==> config.mk <==
export PLATFORM = sky130hd
export DESIGN_NAME = half_sub
export DESIGN_NICKNAME = d
export VERILOG_FILES = /design/src/rtl/half_sub_pkg.sv /design/src/rtl/half_sub_sub_bit.sv /design/src/rtl/half_sub.sv
export SDC_FILE = /design/constraint.sdc
export NUM_CORES = 1
export LEC_CHECK = 0
export BUFFER_PORTS_ARGS = -buffer_cell sky130_fd_sc_hd__buf_2
export CAP_MARGIN = 30
export CORE_AREA = 4 4 41 43
export CTS_BUF_LIST = sky130_fd_sc_hd__clkbuf_4
export DETAILED_ROUTE_END_ITERATION = 8
export DIE_AREA = 0 0 45 47
export SYNTH_ARGS = -nofsm -noshare
export SYNTH_HDL_FRONTEND = slang
export SYNTH_SLANG_ARGS = --single-unit
==> constraint.sdc <==
create_clock -name clk -period 0.9 [get_ports clk]
set_clock_uncertainty 0.05 [all_clocks]
set_input_delay 0 -clock clk [delete_from_list [all_inputs] [get_ports clk]]
set_output_delay 0 -clock clk [all_outputs]
set_load 0.02 [all_outputs]
==> src/rtl/half_sub_pkg.sv <==
// Purpose: shared defaults and constants for the half_sub subtractor slice.
// Latency: n/a (declarations only).
// Backpressure: n/a.
package half_sub_pkg;

    // Default operand/difference width in bits (legal 1..32).
    localparam int WIDTH_DEF = 1;

    // Default width of the borrow event counter.
    localparam int CNT_W_DEF = 16;

    // Saturation value of a counter built at the default width.
    localparam logic [CNT_W_DEF-1:0] CNT_SAT_DEF = {CNT_W_DEF{1'b1}};

    // Legal parameter ranges, shared by the top-level elaboration check.
    localparam int WIDTH_MIN = 1;
    localparam int WIDTH_MAX = 32;

endpackage

==> src/rtl/half_sub_sub_bit.sv <==
// Purpose: 1-bit full subtractor cell (x - y - bin) for the ripple-borrow chain.
// Latency: combinational, zero cycles.
// Backpressure: none.
module sub_bit (
    input  logic x,
    input  logic y,
    input  logic bin,
    output logic diff,
    output logic bout
);

    // Borrow out when y exceeds x, or when x equals y and a borrow ripples in.
    assign diff = x ^ y ^ bin;
    assign bout = (~x & y) | (~(x ^ y) & bin);

endmodule

==> src/rtl/half_sub.sv <==
// Purpose: registered unsigned subtractor d = a - b with borrow-out; HALF_SUB_BCNT_EN adds a borrow event counter.
// Latency: one clock from in_valid to out_valid.
// Backpressure: none; every valid input yields exactly one valid output.
module half_sub
    import half_sub_pkg::*;
#(
    parameter int WIDTH = WIDTH_DEF,
    parameter int CNT_W = CNT_W_DEF
) (
    input  logic             clk,
    input  logic             rst,
    input  logic [WIDTH-1:0] a,
    input  logic [WIDTH-1:0] b,
    input  logic             in_valid,
    output logic [WIDTH-1:0] d,
    output logic             bo,
    output logic             out_valid
`ifdef HALF_SUB_BCNT_EN
    ,
    input  logic             cnt_clr,
    output logic [CNT_W-1:0] borrow_cnt
`endif
);

    // Reject out-of-range configurations at elaboration time.
    if (WIDTH < WIDTH_MIN || WIDTH > WIDTH_MAX || CNT_W < 1) begin : g_param_check
        $error("half_sub: WIDTH must be 1..32 and CNT_W at least 1");
    end

    // Ripple-borrow chain: brw[i] is the borrow into bit i, brw[WIDTH] the final borrow-out.
    logic [WIDTH:0]   brw;
    logic [WIDTH-1:0] diff_c;

    assign brw[0] = 1'b0;

    for (genvar i = 0; i < WIDTH; i++) begin : g_bit
        sub_bit u_bit (
            .x    (a[i]),
            .y    (b[i]),
            .bin  (brw[i]),
            .diff (diff_c[i]),
            .bout (brw[i+1])
        );
    end

    // Result registers: capture only on valid input so d/bo hold otherwise; reset wins.
    always_ff @(posedge clk) begin
        if (rst) begin
            d         <= '0;
            bo        <= 1'b0;
            out_valid <= 1'b0;
        end else begin
            out_valid <= in_valid;
            if (in_valid) begin
                d  <= diff_c;
                bo <= brw[WIDTH];
            end
        end
    end

`ifdef HALF_SUB_BCNT_EN
    // All-ones value at which the counter stops.
    localparam logic [CNT_W-1:0] CNT_SAT = {CNT_W{1'b1}};

    // Borrow event counter: reset, then clear, take priority over a coinciding borrow event.
    always_ff @(posedge clk) begin
        if (rst) begin
            borrow_cnt <= '0;
        end else if (cnt_clr) begin
            borrow_cnt <= '0;
        end else if (in_valid && brw[WIDTH] && (borrow_cnt != CNT_SAT)) begin
            borrow_cnt <= borrow_cnt + 1'b1;
        end
    end
`endif

endmodule

==> summary.txt, run 1 <==
Die
  – Starting density of the core: 0.0827
  – I/O pin cnt: 8
  – Die ar.: 2120 sq um
  – Die H: 47 microns
  – Core Box Area: 1300 sq um
  – Die Width: 45 microns
  – Row count: 13

Logic synthesis
  – #FFs+latches synth: 3
  – Synthesized instance count: 10
  – Synth area leaders: dfxtp_1, ha_1, mux2i_1
  – Area fraction of the dominant cell type after synthesis: 0.558
  – Yosys cell types: 7
  – Syn Area/Cell: 10.8 sq um
  – Mapped Area: 108 sq um
  – Mapped Nets: 16
  – Ys Warns: 0
  – Leading area contributor after synthesis: dfxtp_1
  – Seq/Total Area, Yosys: 0.558

Power
  – Int Pwr: around 0.36 mW
  – VDD IR max: a little over 600 uV
  – Combinational Power Share: 0.116
  – Sw Ratio: 0.220
  – Total power: 0.467 mW
  – Power per cell area: between 2000 and 2500 nW/um^2
  – Seq pwr share: 0.309
  – Leak Pwr: 0.109 nW
  – Clock power frac: 0.575
  – Net switching power: 0.103 mW

Clock network
  – Root Driver: clkbuf_4
  – CTS sink count: 3
  – Clock-pin slew on the worst setup and hold paths: 0.04 ns
  – Postcts setup bufs: 0
  – CTS Buf Count: 3
  – Clock Latency Late Sink: 0.23 ns
  – H-tree levels: 1
  – CTS tree: done
  – CTS Buffer Depth: 2

Final layout
  – Reg area: 60.1 sq um
  – Area growth syn-to-layout: 101%
  – Fill cells: 158
  – Commonest cells after routing, fill and taps aside: buf_2, clkbuf_4, dfxtp_1, nor2_1, dlygate4sd3_1
  – N_diodes: 0
  – Nets: 30
  – Fraction of layout cells with a size suffix above 1: 0.522
  – Area occupied by multi-input gates: 48.8 sq um
  – Most common cell after layout, fill and taps aside: buf_2

Detailed routing
  – Routed len/inst: 8.37 microns
  – Drc violations: 0
  – Vias per cell: 3.00
  – WL final: about 320 microns
  – 1st-iter DRT viols: 12
  – Vias post-DR: 114
  – First-pass DRT Iterations: 3
  – Final ANT Viol Nets: 0

Timing
  – Endpoints failing hold: 0
  – Slew headroom: 0.918
  – Post-route setup TNS: 0 ns
  – RSZ-0062 raised after global routing: false
  – Setup-failing EPs final: 0
  – Period utilization: 0.917
  – Fmax: 1210 MHz
  – Minimum clock period: 0.825 ns
  – Pins Over Slew Limit: 0
  – Slew @ Worst Pin: 0.120 ns

Worst setup path
  – Reg2Reg Capture Point: d
  – Crit path capture type: flip-flop
  – CP arrival: 0.90 ns
  – Crit path max fanout: 4
  – Crit path kind: in2reg
  – Cells along the critical path: dlygate4sd3_1 -> buf_2 -> mux2i_1 -> nor2_1
  – Worst path max stage delay: 0.52 ns
  – Critical-path top delay cell: dlygate4sd3_1
  – CP required: 0.98 ns
  – Reg2Reg Setup Slack: between 0.2 and 0.25 ns
  – Reg2reg start: d
  – Setup crit start kind: primary input
  – R2r worst-path depth: 2

Place
  – Port Buf Inserts: 7
  – Placer congestion estimate: ~0.54

Worst hold path
  – Hold Path Depth: 3
  – Worst Hold Launch: b
  – Worst Hold Class: in2reg
  – Hold path endpoint: d

Global route
  – GRT overflow: 0
  – Largest net degree at the start of global routing: 5
  – First-pass GRT wire length: 538 microns
  – Vias in the first global route: 138
  – Initial antenna violation count: 0
  – Gr usage total: 0.0458

Run
  – Max-cap violations: 0

Run status
  – Status: finished, final reports clean
## sequential cells by signal, indices dropped and copies added, names as in the netlist
register	count
bo	1
d	1
out_valid	1
## power by group through the flow
stage	registers [mW]	clock network, mW	logic [mW]
after global placement	0.146	0	0.0430
after global routing	0.145	0.304	0.0605
after CTS	0.144	0.286	0.0515
after floorplan	0.156	0	0.0115
final	0.144	0.268	0.0542
after detailed placement	0.146	0	0.0440
## metrics by stage
| step | hold slack [ns] | instances | util | setup slack (ns) | instance area (sq um) |
|---|---|---|---|---|---|
| 2_1_floorplan | 0.0216 | 10 | - | 0.114 | 108 |
| 3_3_place_gp | 0.146 | 32 | 0.124 | 0.174 | 161 |
| 3_5_place_dp | 0.143 | 32 | 0.124 | 0.163 | 161 |
| 4_1_cts | 0.00493 | 38 | 0.163 | 0.0584 | 211 |
| 5_1_grt | 0.0358 | 38 | 0.166 | 0.0160 | 216 |
| 6_report | 0.0291 | 38 | 0.166 | 0.0746 | 216 |
## layer usage
metal / routed length (microns) / vias to the layer above / GRT usage
met5: 0 / - / 0
met4: 0 / 0 / 0.0877
met3: 18 / 0 / 0.0230
met2: 160 / 6 / 0.0650
met1: 139 / 49 / 0.0317
li1: - / 59 / -
## synth_stat cells
cell	number
a211oi_1	1
dfxtp_1	3
ha_1	1
inv_1	1
mux2i_1	1
nor2_1	2
nor2b_1	1
## how the worst max path moves through the flow
stage / from / endpoint / slack (ns) / depth (start not counted)
global route: in_valid / d / 0.02 / 4
finish: in_valid / bo / 0.07 / 4
global placement: a / d / 0.17 / 4
CTS: in_valid / d / 0.06 / 4
detailed placement: a / d / 0.16 / 4
floorplan: d / d / 0.11 / 2
## critical path: cells and delay by family
| family | cells | cell delay [ns] |
|---|---|---|
| mux | 1 | 0.19 |
| buf+inv | 2 | 0.66 |
| simple gates | 1 | 0.05 |
## what timing repair did
action,CTS,global route
hold endpoints to repair,3,0
setup endpoints to repair,0,1
gates resized for setup,0,1
hold buffers,2,0
## cells by family (layout without fill, tap and decap cells)
group | count (synthesis) | after routing | synth area share
DFF | 3 | 3 | 0.558
and+or+nand+nor | 3 | 3 | 0.128
adders and majority gates | 1 | 1 | 0.116
AOI/OAI and AO/OA | 1 | 1 | 0.0698
muxes | 1 | 1 | 0.0930
buffers and inverters | 1 | 14 | 0.0349
## layout make-up
cell class	count	area share
Multi-Input combinational cell	6	0.225
Inverter	1	0.0173
Timing Repair Buffer	9	0.254
Tap cell	15	0.0867
Sequential cell	3	0.277
Clock buffer	4	0.139
Power figures use the tool's default switching activity.
==> run 2, diff against run 1 <==
- CTS_CLUSTER_SIZE: not set -> 40
- SYNTH_HIERARCHICAL: not set -> 1
==> run 2 against run 1 <==
Effect of this change: sequential share of layout area fell by 1.9 points; area after synthesis rose by 20%; die area did not move; critical path depth did not move; routed wire length fell by 5.7%; setup slack improved by 0.014 ns; cell area rose by 7.5%; fmax rose by 1.7%; critical path type unchanged; highest routed layer unchanged.
==> summary.txt, run 2 <==
Run status
  – Status: finished, final reports clean

Global route
  – Largest net degree at the start of global routing: 4 (-1)
  – Gr usage total: 0.0459 (+0.000109)
  – Initial antenna violation count: 0 (unchanged)
  – GRT overflow: 0 (unchanged)
  – First-pass GRT wire length: 524 microns (-2.6%)
  – Vias in the first global route: 132 (-4.3%)

Final layout
  – Commonest cells after routing, fill and taps aside: buf_2, clkbuf_4, dfxtp_1, inv_1
  – Nets: 33 (+10%)
  – Area growth syn-to-layout: 80.6%
  – Top Registers: bo: 1 flops, d: 1 flops, out_valid: 1 flops
  – Most common cell after layout, fill and taps aside: buf_2
  – Fill cells: 159 (+0.63%)
  – Final Util: 0.179 (+0.0125)
  – Fraction of layout cells with a size suffix above 1: 0.423 (-0.0987)
  – Reg area: 60.1 sq um (unchanged)
  – N_diodes: 0 (unchanged)
  – Area occupied by multi-input gates: 57.6 sq um (+18%)

Clock network
  – CTS Buffer Depth: 2 (unchanged)
  – Root Driver: clkbuf_4
  – CTS sink count: 3 (unchanged)
  – CTS Buf Count: 3 (unchanged)
  – H-tree levels: 1 (unchanged)
  – Clock Latency Late Sink: 0.23 ns (about the same)
  – CTS tree: done
  – Clock-pin slew on the worst setup and hold paths: 0.03 ns (about the same)
  – Postcts setup bufs: 0 (unchanged)

Detailed routing
  – Routed len/inst: 7.32 microns (-13%)
  – Final ANT Viol Nets: 0 (unchanged)
  – 1st-iter DRT viols: 2 (-10)
  – Vias post-DR: 114 (unchanged)
  – Vias per cell: 2.78 (-7.3%)
  – WL final: 300 microns (-5.7%)
  – Drc violations: 0 (unchanged)
  – First-pass DRT Iterations: 2 (-1)

Worst setup path
  – Crit path max fanout: 3 (-1)
  – Levels on crit path: 4 (unchanged)
  – CP arrival: 0.88 ns (-0.02 ns)
  – Crit path to: d
  – Reg2reg start: bo
  – Crit path capture type: flip-flop
  – Reg2Reg Setup Slack: 0.26 ns (+0.03 ns)
  – R2r worst-path depth: 2 (unchanged)
  – Largest delay share family, worst path: buffers and inverters
  – Reg2Reg Capture Point: bo
  – Critical-path top delay cell: dlygate4sd3_1
  – Worst path max stage delay: 0.52 ns (about the same)
  – CP Buf/Inv Count: 2 (unchanged)
  – CP required: 0.97 ns (about the same)
  – Crit path kind: in2reg
  – Cells along the critical path: dlygate4sd3_1 -> buf_2 -> mux2i_1 -> nor2_1
  – Setup crit start kind: primary input
  – Critical path origin: in_valid

Logic synthesis
  – Area fraction of the dominant cell type after synthesis: 0.466 (-0.0921)
  – Synthesized instance count: 13 (+3)
  – Seq/Total Area, Yosys: 0.466 (-0.0921)
  – Leading area contributor after synthesis: dfxtp_1
  – Ys Warns: 6 (+6)
  – Yosys cell types: 7 (unchanged)
  – Mapped Area: 129 sq um (+20%)
  – Ys flop type: dfxtp_1
  – Post-synth EDFFs: 0 (unchanged)
  – Mapped Nets: 19 (+3)
  – Synth area leaders: dfxtp_1, fa_1, mux2i_1
  – Post-synth top cells: dfxtp_1, inv_1, mux2i_1, nor2_1
  – Ys async rst share: 0 (unchanged)
  – #FFs+latches synth: 3 (unchanged)
  – Syn Area/Cell: 9.91 sq um (-7.9%)

Timing
  – Pins Over Slew Limit: 0 (unchanged)
  – Worst setup margin: 0.0886 ns (+0.0140 ns)
  – Worst hold margin: 0.133 ns (+0.104 ns)
  – RSZ-0062 raised after global routing: false
  – Setup-failing EPs final: 0 (unchanged)
  – Minimum clock period: 0.811 ns (-0.0140 ns)
  – Fmax: 1230 MHz (+1.7%)
  – Period utilization: 0.902 (-0.0156)
  – Endpoints failing hold: 0 (unchanged)

Die
  – Die Width: 45 microns (unchanged)
  – Row count: 13 (unchanged)
  – I/O pin cnt: 8 (unchanged)
  – Starting density of the core: 0.0990 (+0.0163)
  – Die ar.: 2120 sq um (unchanged)
  – Core Box Area: 1300 sq um (unchanged)
  – Die H: 47 microns (unchanged)

Place
  – Placer congestion estimate: 0.513 (-5.3%)
  – Port Buf Inserts: 7 (unchanged)
  – Worst slack at placement: -0.0418 ns (-0.205 ns)

Power
  – VDD IR max: 314 uV (-48%)
  – Power per cell area: 2060 nW/um^2 (-4.7%)
  – Total power: 0.479 mW (+2.5%)
  – Leak Pwr: 0.121 nW (+11%)

Run
  – Max-cap violations: 0 (unchanged)

Worst hold path
  – Worst Hold Class: in2reg
==> run 2: changes by cell type in the layout (fill, tap and decap cells not counted), sizes merged <==
cell / previous run / this run
ha: 1 / 0
inv: 1 / 3
a211oi: 1 / 0
mux2i: 1 / 2
fa: 0 / 1
conb: 0 / 1
==> run 2: cell type report <==
| type | instances | area share |
|---|---|---|
| flip-flops and latches | 3 | 0.258 |
| repair buffers | 9 | 0.237 |
| well taps | 15 | 0.0806 |
| multi-input cells | 7 | 0.247 |
| inverters | 3 | 0.0484 |
| clock buffers | 4 | 0.129 |
==> run 2: timing repair <==
action,4_1_cts,5_1_grt
resized for setup,0,0
endpoints found under the hold margin,3,0
hold buffers,2,0
==> run 2: logic make-up after synthesis <==
group                    Yosys count  synth area share
AND/OR/NAND/NOR                    3             0.107
other                              1            0.0291
multiplexers                       2             0.155
buffers and inverters              3            0.0874
adder cells (fa/ha/maj)            1             0.155
flip-flops                         3             0.466
==> run 2: where the power goes <==
| group | switching (mW) | total (mW) | internal [mW] |
|---|---|---|---|
| Combinational | 0.0327 | 0.0628 | 0.0300 |
| Clock | 0.0720 | 0.268 | 0.196 |
| Sequential | 0.00393 | 0.147 | 0.143 |
| Total | 0.109 | 0.479 | 0.370 |
==> run 2: worst register-to-register path: cells and delay by family (launching register included) <==
family,cells,cell delay (ns)
mux,1,0.12
simple gates,1,0.06
flops,1,0.30
==> run 2: worst min path at each step <==
| stage | to | startpoint | cells past startpoint |
|---|---|---|---|
| final | d | a | 4 |
| after detailed placement | out_valid | rst | 2 |
| after CTS | d | a | 4 |
| after global routing | d | a | 4 |
| after global placement | d | rst | 2 |
| after floorplan | out_valid | rst | 1 |
==> run 2: layer usage <==
| metal | global-route usage | vias up | wire length (microns) | share of wire |
|---|---|---|---|---|
| met5 | 0 | - | 0 | 0 |
| met4 | 0.0702 | 0 | 0 | 0 |
| met3 | 0.0575 | 0 | 44 | 0.15 |
| met2 | 0.0424 | 5 | 137 | 0.46 |
| met1 | 0.0365 | 48 | 118 | 0.39 |
| li1 | - | 61 | - | - |
==> run 2: per-stage QoR <==
step	cell area, sq um	instances	setup TNS, ns
global route	233	41	0
CTS	233	41	0
finish	233	41	0
global placement	183	35	-0.0398
floorplan	129	13	0
detailed placement	183	35	-0.0418
